[config.mk]
export PLATFORM = sky130hd
export DESIGN_NAME = mem_port_arbiter_flat
export DESIGN_NICKNAME = d
export VERILOG_FILES = /design/src/rtl/mem_arb_pkg.sv /design/src/rtl/mem_port_arbiter_if.sv /design/src/rtl/arb_resp_pipe.sv /design/src/rtl/mem_port_arbiter.sv /design/src/flat_wrapper.sv
export SDC_FILE = /design/constraint.sdc
export NUM_CORES = 1
export LEC_CHECK = 0
export CORE_AREA = 2 2 106 108
export CTS_BUF_LIST = sky130_fd_sc_hd__clkbuf_4 sky130_fd_sc_hd__clkbuf_8
export DETAILED_ROUTE_END_ITERATION = 12
export DIE_AREA = 0 0 108 110
export PLACE_DENSITY = 0.7
export SYNTH_ARGS = -nofsm -noshare
export SYNTH_HDL_FRONTEND = slang
export SYNTH_SLANG_ARGS = --single-unit
[constraint.sdc]
create_clock -name clk -period 1.1 [get_ports clk]
set_input_delay 0.165 -clock clk [delete_from_list [all_inputs] [get_ports clk]]
set_output_delay 0.165 -clock clk [all_outputs]
set_load 0.02 [all_outputs]
[src/rtl/mem_arb_pkg.sv]
// Shared types for the unified memory port arbiter: requester source tags and fixed access sizes.
package mem_arb_pkg;

  typedef enum logic [1:0] {SRC_NONE, SRC_IF, SRC_LS} arb_src_t;

  typedef struct packed {
    logic     valid;
    arb_src_t src;
  } arb_tag_t;

  localparam logic [2:0] FUNCT3_WORD = 3'b010;

endpackage

[src/rtl/mem_port_arbiter_if.sv]
// Requester (IF/LS) handshakes plus the memory-side port of the arbiter.
interface mem_port_arbiter_if #(
  parameter int ADDR_W = 32,
  parameter int DATA_W = 32
);
  logic              if_req;
  logic [ADDR_W-1:0] if_addr;
  logic              if_gnt;
  logic              if_rvalid;
  logic [DATA_W-1:0] if_rdata;

  logic              ls_req;
  logic              ls_we;
  logic [ADDR_W-1:0] ls_addr;
  logic [DATA_W-1:0] ls_wdata;
  logic [2:0]        ls_funct3;
  logic              ls_gnt;
  logic              ls_rvalid;
  logic [DATA_W-1:0] ls_rdata;

  logic [ADDR_W-1:0] mem_addr;
  logic [2:0]        mem_funct3;
  logic              mem_wren;
  logic [DATA_W-1:0] mem_wdata;
  logic [DATA_W-1:0] mem_rdata;
  logic              busy;

  modport master (
    output if_req, if_addr, ls_req, ls_we, ls_addr, ls_wdata, ls_funct3, mem_rdata,
    input  if_gnt, if_rvalid, if_rdata, ls_gnt, ls_rvalid, ls_rdata,
    input  mem_addr, mem_funct3, mem_wren, mem_wdata, busy
  );

  modport slave (
    input  if_req, if_addr, ls_req, ls_we, ls_addr, ls_wdata, ls_funct3, mem_rdata,
    output if_gnt, if_rvalid, if_rdata, ls_gnt, ls_rvalid, ls_rdata,
    output mem_addr, mem_funct3, mem_wren, mem_wdata, busy
  );
endinterface

[src/rtl/arb_resp_pipe.sv]
// Read-response tag pipe: a tag entering now emerges DEPTH cycles later, matching memory latency.
// Never stalls; reset drops every in-flight tag.
module arb_resp_pipe
  import mem_arb_pkg::*;
#(
  parameter int DEPTH = 1
) (
  input  logic     clk,
  input  logic     reset,
  input  arb_tag_t tag_in,
  output arb_tag_t tag_out,
  output logic     any_valid
);

  arb_tag_t stage_q [DEPTH];

  always_ff @(posedge clk) begin
    if (reset) begin
      for (int i = 0; i < DEPTH; i++) stage_q[i] <= '{valid: 1'b0, src: SRC_NONE};
    end else begin
      stage_q[0] <= tag_in;
      for (int i = 1; i < DEPTH; i++) stage_q[i] <= stage_q[i-1];
    end
  end

  assign tag_out = stage_q[DEPTH-1];

  always_comb begin
    any_valid = 1'b0;
    for (int i = 0; i < DEPTH; i++) any_valid = any_valid | stage_q[i].valid;
  end

endmodule

[src/rtl/mem_port_arbiter.sv]
// Shares one memory port between fetch and load/store; zero-cycle combinational grant, one grant per cycle.
// Read data returns RD_LATENCY cycles after grant; losers simply hold req until granted.
module mem_port_arbiter
  import mem_arb_pkg::*;
#(
  parameter int ADDR_W        = 32,
  parameter int DATA_W        = 32,
  parameter int RD_LATENCY    = 1,
  parameter int FAIR          = 0,
  parameter int MAX_LS_STREAK = 4
) (
  input  logic               clk,
  input  logic               reset,
  mem_port_arbiter_if.slave  bus
);

  localparam int                  STREAK_W   = $clog2(MAX_LS_STREAK + 1);
  localparam logic [STREAK_W-1:0] STREAK_MAX = STREAK_W'(MAX_LS_STREAK);

  logic [STREAK_W-1:0] streak_q, streak_d;
  logic                last_ls_q, last_ls_d;
  logic                if_win, ls_win;
  logic [ADDR_W-1:0]   addr_sel;
  logic [DATA_W-1:0]   wdata_sel;
  arb_tag_t            tag_in, tag_out;
  logic                pipe_busy;
  logic                rv_if, rv_ls;

  // Conflict resolution: round-robin on last winner, or LS priority broken by the IF starvation limit.
  always_comb begin
    if_win = 1'b0;
    ls_win = 1'b0;
    if (!reset) begin
      if (bus.if_req && bus.ls_req) begin
        if (FAIR != 0) if_win = last_ls_q;
        else           if_win = (streak_q >= STREAK_MAX);
        ls_win = !if_win;
      end else begin
        if_win = bus.if_req;
        ls_win = bus.ls_req;
      end
    end
  end

  always_comb begin
    streak_d  = streak_q;
    last_ls_d = last_ls_q;
    if (if_win || !bus.if_req)           streak_d = '0;
    else if (ls_win && streak_q != STREAK_MAX) streak_d = streak_q + 1'b1;
    if (if_win)      last_ls_d = 1'b0;
    else if (ls_win) last_ls_d = 1'b1;
  end

  always_ff @(posedge clk) begin
    if (reset) begin
      streak_q  <= '0;
      last_ls_q <= 1'b0;
    end else begin
      streak_q  <= streak_d;
      last_ls_q <= last_ls_d;
    end
  end

  always_comb begin
    addr_sel       = '0;
    wdata_sel      = '0;
    bus.mem_funct3 = 3'b000;
    bus.mem_wren   = 1'b0;
    tag_in         = '{valid: 1'b0, src: SRC_NONE};
    if (if_win) begin
      addr_sel       = bus.if_addr;
      bus.mem_funct3 = FUNCT3_WORD;
      tag_in         = '{valid: 1'b1, src: SRC_IF};
    end else if (ls_win) begin
      addr_sel       = bus.ls_addr;
      wdata_sel      = bus.ls_wdata;
      bus.mem_funct3 = bus.ls_funct3;
      bus.mem_wren   = bus.ls_we;
      if (!bus.ls_we) tag_in = '{valid: 1'b1, src: SRC_LS};
    end
  end

  assign bus.mem_addr  = addr_sel;
  assign bus.mem_wdata = wdata_sel;
  assign bus.if_gnt    = if_win;
  assign bus.ls_gnt    = ls_win;

  arb_resp_pipe #(.DEPTH(RD_LATENCY)) u_resp_pipe (
    .clk       (clk),
    .reset     (reset),
    .tag_in    (tag_in),
    .tag_out   (tag_out),
    .any_valid (pipe_busy)
  );

  // Gate with reset so a tag still sitting in the pipe cannot leak out during the reset cycle.
  assign rv_if = !reset && tag_out.valid && (tag_out.src == SRC_IF);
  assign rv_ls = !reset && tag_out.valid && (tag_out.src == SRC_LS);

  assign bus.if_rvalid = rv_if;
  assign bus.ls_rvalid = rv_ls;
  assign bus.if_rdata  = rv_if ? bus.mem_rdata : '0;
  assign bus.ls_rdata  = rv_ls ? bus.mem_rdata : '0;
  assign bus.busy      = !reset && pipe_busy;

endmodule
[src/flat_wrapper.sv]
// flat-port wrapper written by rule: the top's interface ports become plain ports
module mem_port_arbiter_flat import mem_arb_pkg::*;
#(
  parameter int ADDR_W        = 32,
  parameter int DATA_W        = 32,
  parameter int RD_LATENCY    = 1,
  parameter int FAIR          = 0,
  parameter int MAX_LS_STREAK = 4
)
  (clk, reset, bus_if_req, bus_if_addr, bus_ls_req, bus_ls_we, bus_ls_addr, bus_ls_wdata, bus_ls_funct3, bus_mem_rdata, bus_if_gnt, bus_if_rvalid, bus_if_rdata, bus_ls_gnt, bus_ls_rvalid, bus_ls_rdata, bus_mem_addr, bus_mem_funct3, bus_mem_wren, bus_mem_wdata, bus_busy);
  mem_port_arbiter_if #(.ADDR_W(ADDR_W), .DATA_W(DATA_W)) bus_i ();
  input  logic clk;
  input  logic reset;
  input wire logic [$bits(bus_i.if_req)-1:0] bus_if_req;
  input wire logic [$bits(bus_i.if_addr)-1:0] bus_if_addr;
  input wire logic [$bits(bus_i.ls_req)-1:0] bus_ls_req;
  input wire logic [$bits(bus_i.ls_we)-1:0] bus_ls_we;
  input wire logic [$bits(bus_i.ls_addr)-1:0] bus_ls_addr;
  input wire logic [$bits(bus_i.ls_wdata)-1:0] bus_ls_wdata;
  input wire logic [$bits(bus_i.ls_funct3)-1:0] bus_ls_funct3;
  input wire logic [$bits(bus_i.mem_rdata)-1:0] bus_mem_rdata;
  output wire logic [$bits(bus_i.if_gnt)-1:0] bus_if_gnt;
  output wire logic [$bits(bus_i.if_rvalid)-1:0] bus_if_rvalid;
  output wire logic [$bits(bus_i.if_rdata)-1:0] bus_if_rdata;
  output wire logic [$bits(bus_i.ls_gnt)-1:0] bus_ls_gnt;
  output wire logic [$bits(bus_i.ls_rvalid)-1:0] bus_ls_rvalid;
  output wire logic [$bits(bus_i.ls_rdata)-1:0] bus_ls_rdata;
  output wire logic [$bits(bus_i.mem_addr)-1:0] bus_mem_addr;
  output wire logic [$bits(bus_i.mem_funct3)-1:0] bus_mem_funct3;
  output wire logic [$bits(bus_i.mem_wren)-1:0] bus_mem_wren;
  output wire logic [$bits(bus_i.mem_wdata)-1:0] bus_mem_wdata;
  output wire logic [$bits(bus_i.busy)-1:0] bus_busy;
  assign bus_i.if_req = bus_if_req;
  assign bus_i.if_addr = bus_if_addr;
  assign bus_i.ls_req = bus_ls_req;
  assign bus_i.ls_we = bus_ls_we;
  assign bus_i.ls_addr = bus_ls_addr;
  assign bus_i.ls_wdata = bus_ls_wdata;
  assign bus_i.ls_funct3 = bus_ls_funct3;
  assign bus_i.mem_rdata = bus_mem_rdata;
  assign bus_if_gnt = bus_i.if_gnt;
  assign bus_if_rvalid = bus_i.if_rvalid;
  assign bus_if_rdata = bus_i.if_rdata;
  assign bus_ls_gnt = bus_i.ls_gnt;
  assign bus_ls_rvalid = bus_i.ls_rvalid;
  assign bus_ls_rdata = bus_i.ls_rdata;
  assign bus_mem_addr = bus_i.mem_addr;
  assign bus_mem_funct3 = bus_i.mem_funct3;
  assign bus_mem_wren = bus_i.mem_wren;
  assign bus_mem_wdata = bus_i.mem_wdata;
  assign bus_busy = bus_i.busy;
  mem_port_arbiter #(.ADDR_W(ADDR_W), .DATA_W(DATA_W), .RD_LATENCY(RD_LATENCY), .FAIR(FAIR), .MAX_LS_STREAK(MAX_LS_STREAK)) u_core (.clk(clk), .reset(reset), .bus(bus_i));
endmodule
# After elaboration in Yosys (flattened, before gate mapping)
# Memories as Yosys holds them, arrays and structs flattened.
# Cells that the tools add are included.
[word_totals]
ff_bits = 3
mem_bits_rw = 3
input_bits = 136
output_inout_bits = 137
wordCells = 42
n_memories = 1
[mem_list]
columns = ["name", "words", "word_bits", "rd", "rd_ports_with_merged_regs", "write_ports", "line", "text"]
rows = [
  ["u_core.u_resp_pipe.stage_q", 1, 3, 1, 0, 1, "arb_resp_pipe.sv:15", "arb_tag_t stage_q [DEPTH];"],
]
[classes]
n_addsub = 1
magnitude_cmp = 1
n_eq_ne = 3
muxes = 24
n_reduce_logical = 11
[ops]
columns = ["cell", "count"]
rows = [
  ["$mux W32", 6],
  ["$mux W3", 6],
  ["$mux W1", 12],
  ["$logic_and A1 B1 Y1", 5],
  ["$add A3 B1 Y3 const B", 1],
  ["$ge A3 B3 Y1 const B", 1],
  ["$logic_not A1 Y1", 3],
  ["$ne A3 B3 Y1 const B", 1],
  ["$reduce_or A3 Y1", 1],
  ["$eq A2 B1 Y1 const B", 1],
  ["$eq A2 B2 Y1 const B", 1],
  ["$reduce_or A2 Y1", 1],
  ["$logic_or A1 B1 Y1", 1],
]

# Logic depth before layout (Yosys ltp)
# Gate-level depths: netlist of run 1.
[depth]
ltp_word = 9
mapped_depth = 5
ltp_nobuf = 3

# Hierarchy
# From an unflattened synthesis of run 1, not the netlist that was laid out.
[unflattened]
cells_unflattened = 220
area_unflattened_um2 = 1480.2
[by_module_without_submodules]
columns = ["module", "instances", "cells_per_inst", "area_each_um2", "seq_area_each_um2"]
rows = [
  ["mem_port_arbiter", 1, 213, 1393.8, 60.1],
  ["arb_resp_pipe", 1, 7, 86.3, 60.1],
]

# Worst setup path before layout of run 1
# No wires, ideal clock.
[synth_path]
path_kind = "flip-flop to output port"
startpoint = "register u_core.streak_q[2]"
endpoint = "output bus_mem_funct3[1]"
t_arrival_ps = 1189
required_time_ps = 935
setup_slack_ps = -254
stages_incl_launch_ff = 6
n_path_buf = 2
path_cell_list = "dfxtp_1 nand2b_1 buf_4 buf_6 nand2_2 a21oi_1"
[synth_via]
elab_chain_cells = 8
word_cells_on_any_way = 10
classes_between = "order compare: 1; mux: 8; reduce/logical: 1"
[synth_rtl]
columns = ["element", "line", "text"]
rows = [
  ["start, declared", "mem_port_arbiter.sv:20", "logic [STREAK_W-1:0] streak_q, streak_d;"],
  ["start signal, assigned", "mem_port_arbiter.sv:59", "streak_q <= streak_d;"],
  ["$ge A3 B3 Y1 *", "mem_port_arbiter.sv:36", "else if_win = (streak_q >= STREAK_MAX);"],
  ["$mux W1 *", "mem_port_arbiter.sv:34", "if (bus.if_req && bus.ls_req) begin"],
  ["$mux W1 *", "mem_port_arbiter.sv:33", "if (!reset) begin"],
  ["$logic_not A1 Y1", "mem_port_arbiter.sv:37", "ls_win = !if_win;"],
  ["$mux W1", "mem_port_arbiter.sv:34", ""],
  ["$mux W1", "mem_port_arbiter.sv:33", ""],
  ["$mux W3", "mem_port_arbiter.sv:74", "end else if (ls_win) begin"],
  ["$mux W3 *", "mem_port_arbiter.sv:70", "if (if_win) begin"],
  ["end, declared", "flat_wrapper.sv:29", "output wire logic [$bits(bus_i.mem_funct3)-1:0] bus_mem_funct3;"],
]
# Every way passes the cells marked *; elsewhere a longest branch is shown, timed or not. The select of a mux whose other input is x is not followed.

# Final worst setup path of run 1
[layout_path]
startpoint = "memory u_core.u_resp_pipe.stage_q[0][2] (netlist bit)"
endpoint = "output bus_if_rdata[0]"
[layout_via]
elab_chain_cells = 4
[layout_rtl]
columns = ["element", "line", "text"]
rows = [
  ["start, declared", "arb_resp_pipe.sv:15", ""],
  ["$mem_v2 Z1 W3", "-", ""],
  ["$logic_and A1 B1 Y1 (2 in series)", "mem_port_arbiter.sv:97", "assign rv_if = !reset && tag_out.valid && (tag_out.src == SRC_IF);"],
  ["$mux W32", "mem_port_arbiter.sv:102", "assign bus.if_rdata = rv_if ? bus.mem_rdata : '0;"],
  ["end, declared", "flat_wrapper.sv:24", "output wire logic [$bits(bus_i.if_rdata)-1:0] bus_if_rdata;"],
]
# Every way passes these cells.

==> results.json, run 1 <==
{
  "status": "complete, but fails checks",
  "violations": "setup timing",
  "synth.yosys.seq_area_share_pct": 8.060,
  "max_slew_margin_pct": 61.05,
  "grt_pass1_vias": 2735,
  "cts_max_level": 1,
  "ir_worst_vdd_mv": 0.5230,
  "reg2reg_from": "u_core.streak_q[2]",
  "fin_tns_setup_ns": -56.36,
  "final_nets": 651,
  "wl_per_cell_um": 17.44,
  "rows": 38,
  "ys_types": 20,
  "syn-num-nets": 363,
  "min_period_over_period_pct": 145.4,
  "cp.required_ns": 0.94,
  "layout_commonest_cell": "clkdlybuf4s50_1",
  "grt_setup_unrepaired": "yes",
  "hp-class": "in2reg",
  "hold_buffers": 0,
  "coreArea_mm2": 0.01070,
  "clock-skew-final_ns": 0.0008615,
  "grt_max_degree": 68,
  "synth_cells": 225,
  "overflow": 0,
  "rrSetupSlack_ns": -0.13,
  "fillers": 957,
  "tightest_slew_ns": 0.5842,
  "gp_congestion": 0.7798,
  "fmax_ghz": 0.6251,
  "p_leak_nw": 2.439,
  "worstSetupStartpointType": "flip-flop",
  "drv_slew": 0,
  "yosys_most_used_dff": "dfxtp_1",
  "clock_path_buffers": 2,
  "pre_cts_ws_ns": -1.069,
  "path_clk_slew_ns": 0.04,
  "dr_total_vias": 2872,
  "dr.pass1.iters": 4,
  "worstSkewPairLatency_ns": 0.22,
  "cp_max_fo": 34,
  "syn_area_mm2": 0.001490,
  "r2r_end": "u_core.u_resp_pipe.stage_q[0][1]",
  "synth_edf_count": 0,
  "die_area_mm2": 0.01188,
  "tritoncts": "built",
  "antenna_found_initial": 0,
  "die_h_um": 110,
  "crit_type": "reg2out",
  "stdcell_count": 652,
  "power.density_mw_per_mm2": 422.2,
  "period_minus_slack_ns": 1.600,
  "num_antenna_cells": 0,
  "seqCellArea_um2": 126.4,
  "drtAntennaViolNets": 0,
  "die_x_um": 108,
  "ys_seq_elements": 6,
  "setup_violations": 140,
  "crit_arrival_ns": 1.43,
  "ios": 273,
  "postSynth.asyncResetShare_pct": 0,
  "dp_hpwl_um": 7550,
  "finalWirelength_um": 11370,
  "hold_path_end": "u_core.u_resp_pipe.stage_q[0][2]",
  "critPathCaptureType": "primary output",
  "final_cell_mix": "132 x clkdlybuf4s50_1, 112 x buf_6, 46 x and3_2",
  "grt_first_pass_wirelength_um": 14480,
  "utilization_pct": 52.98,
  "min_from": "reset",
  "dp_cells": 622,
  "drt-initial-drc-count": 69,
  "max_cap_violations": 0,
  "reg2reg_depth": 6,
  "min_path_cells": 3,
  "syn_area_per_cell_um2": 6.623,
  "syn2layout_area_growth_pct": 280.4,
  "grtUsageTotal_pct": 15.14,
  "worst_slack_ns": -0.4997,
  "cts_root_buffer": "clkbuf_8",
  "cts_num_sinks": 6,
  "portBuffers": 272,
  "yosys_warnings": 0,
  "start_util_pct": 13.93,
  "drc": 0,
  "vias_per_cell": 4.405,
  "drive_gt1_share_pct": 69.14,
  "hold_viol": 0,
  "cts_buffers": 3,
  "totalPowerFinal_w": 0.002393,
  "multi_input_area_mm2": 0.001792
}
[repair_timing]
item,in CTS,in global routing
endpoints found under the setup margin,143,139
gates cloned,2,14
resized for setup,614,200
pin swaps,17,55
buffers inserted,3,8
[worst max-delay path by stage]
stage	slack, ns	end	startpoint	depth (start not counted)
2_1_floorplan	-0.10	bus_mem_addr[22]	u_core.streak_q[2]	5
3_3_place_gp	-1.07	bus_mem_addr[11]	bus_if_req	7
3_5_place_dp	-1.07	bus_mem_addr[22]	bus_if_req	7
4_1_cts	-0.47	bus_if_rdata[0]	u_core.u_resp_pipe.stage_q[0][0]	4
5_1_grt	-0.55	bus_if_rdata[0]	u_core.u_resp_pipe.stage_q[0][2]	5
6_report	-0.50	bus_if_rdata[0]	u_core.u_resp_pipe.stage_q[0][2]	5
[routing by layer]
layer  vias up  routed length [µm]  GRT usage (%)
li1       1386                   -              -
met1      1342                4268          17.28
met2       136                6200          30.01
met3         8                 846          3.527
met4         0                  59         0.4579
met5         -                   0              0
[sequential cells by signal, summed over array words and instances (netlist names)]
register	cells
u_core.u_resp_pipe.stage_q	3
u_core.streak_q	3
[cell type report]
class / instances / share of cell area [%]
Clock buffer: 4 / 0.8609
Multi-Input combinational cell: 186 / 31.61
Sequential cell: 6 / 2.230
Timing Repair Buffer: 314 / 62.07
Tap cell: 140 / 3.091
Inverter: 2 / 0.1325
[power breakdown]
part / internal [W] / switching [W] / leakage [nW]
clock: 0.000274 / 0.0000970 / 0.0262
sequential: 0.000224 / 0.00000454 / 0.0507
combinational: 0.00107 / 0.000726 / 2.36
[stage by stage]
| stage | area (µm²) | hold slack, ns |
|---|---|---|
| floorplan | 1763 | 0.2366 |
| global placement | 4673 | 0.4888 |
| detailed placement | 4673 | 0.5111 |
| CTS | 5152 | 0.2856 |
| global route | 5668 | 0.2839 |
| finish | 5668 | 0.2787 |
[critical path, stage by stage (launching register included)]
cell and delay (ns):
dfxtp_1 0.30, nor2b_4 0.15, buf_12 0.13, buf_12 0.16, and3_2 0.20, clkdlybuf4s15_2 0.26
[synth_stat cells (2+ instances only)]
master     n  area (µm²)
and3_1    64       400.4
and2_1    40       250.2
nor2_1    34       127.6
a32oi_1   32       280.3
clkbuf_1  15       56.30
buf_4      7       52.55
buf_2      6       30.03
dfxtp_1    6       120.1
buf_6      3       33.78
nand2b_1   3       18.77
nor2b_1    3       18.77
a21oi_1    2       10.01
ha_1       2       25.02
inv_1      2       7.510
[kinds of logic (layout without fill, tap and decap cells)]
kind of cell	after synthesis	after routing	synth area share, %
simple gates	148	148	56.84
flops	6	6	8.061
compound gates	36	36	21.33
buf+inv	33	320	12.09
fa+ha+maj	2	2	1.679
(Power assumes the default switching activity.)
==> run 2: changes to the inputs <==
--- a/config.mk
+++ b/config.mk
@@ -5,6 +5,7 @@
 export SDC_FILE = /design/constraint.sdc
 export NUM_CORES = 1
 export LEC_CHECK = 0
+export CAP_MARGIN = 20
 export CORE_AREA = 2 2 106 108
 export CTS_BUF_LIST = sky130_fd_sc_hd__clkbuf_4 sky130_fd_sc_hd__clkbuf_8
 export DETAILED_ROUTE_END_ITERATION = 12
==> results of run 2 <==
The final DEF is identical to that of run 1; final timing and power are the same.
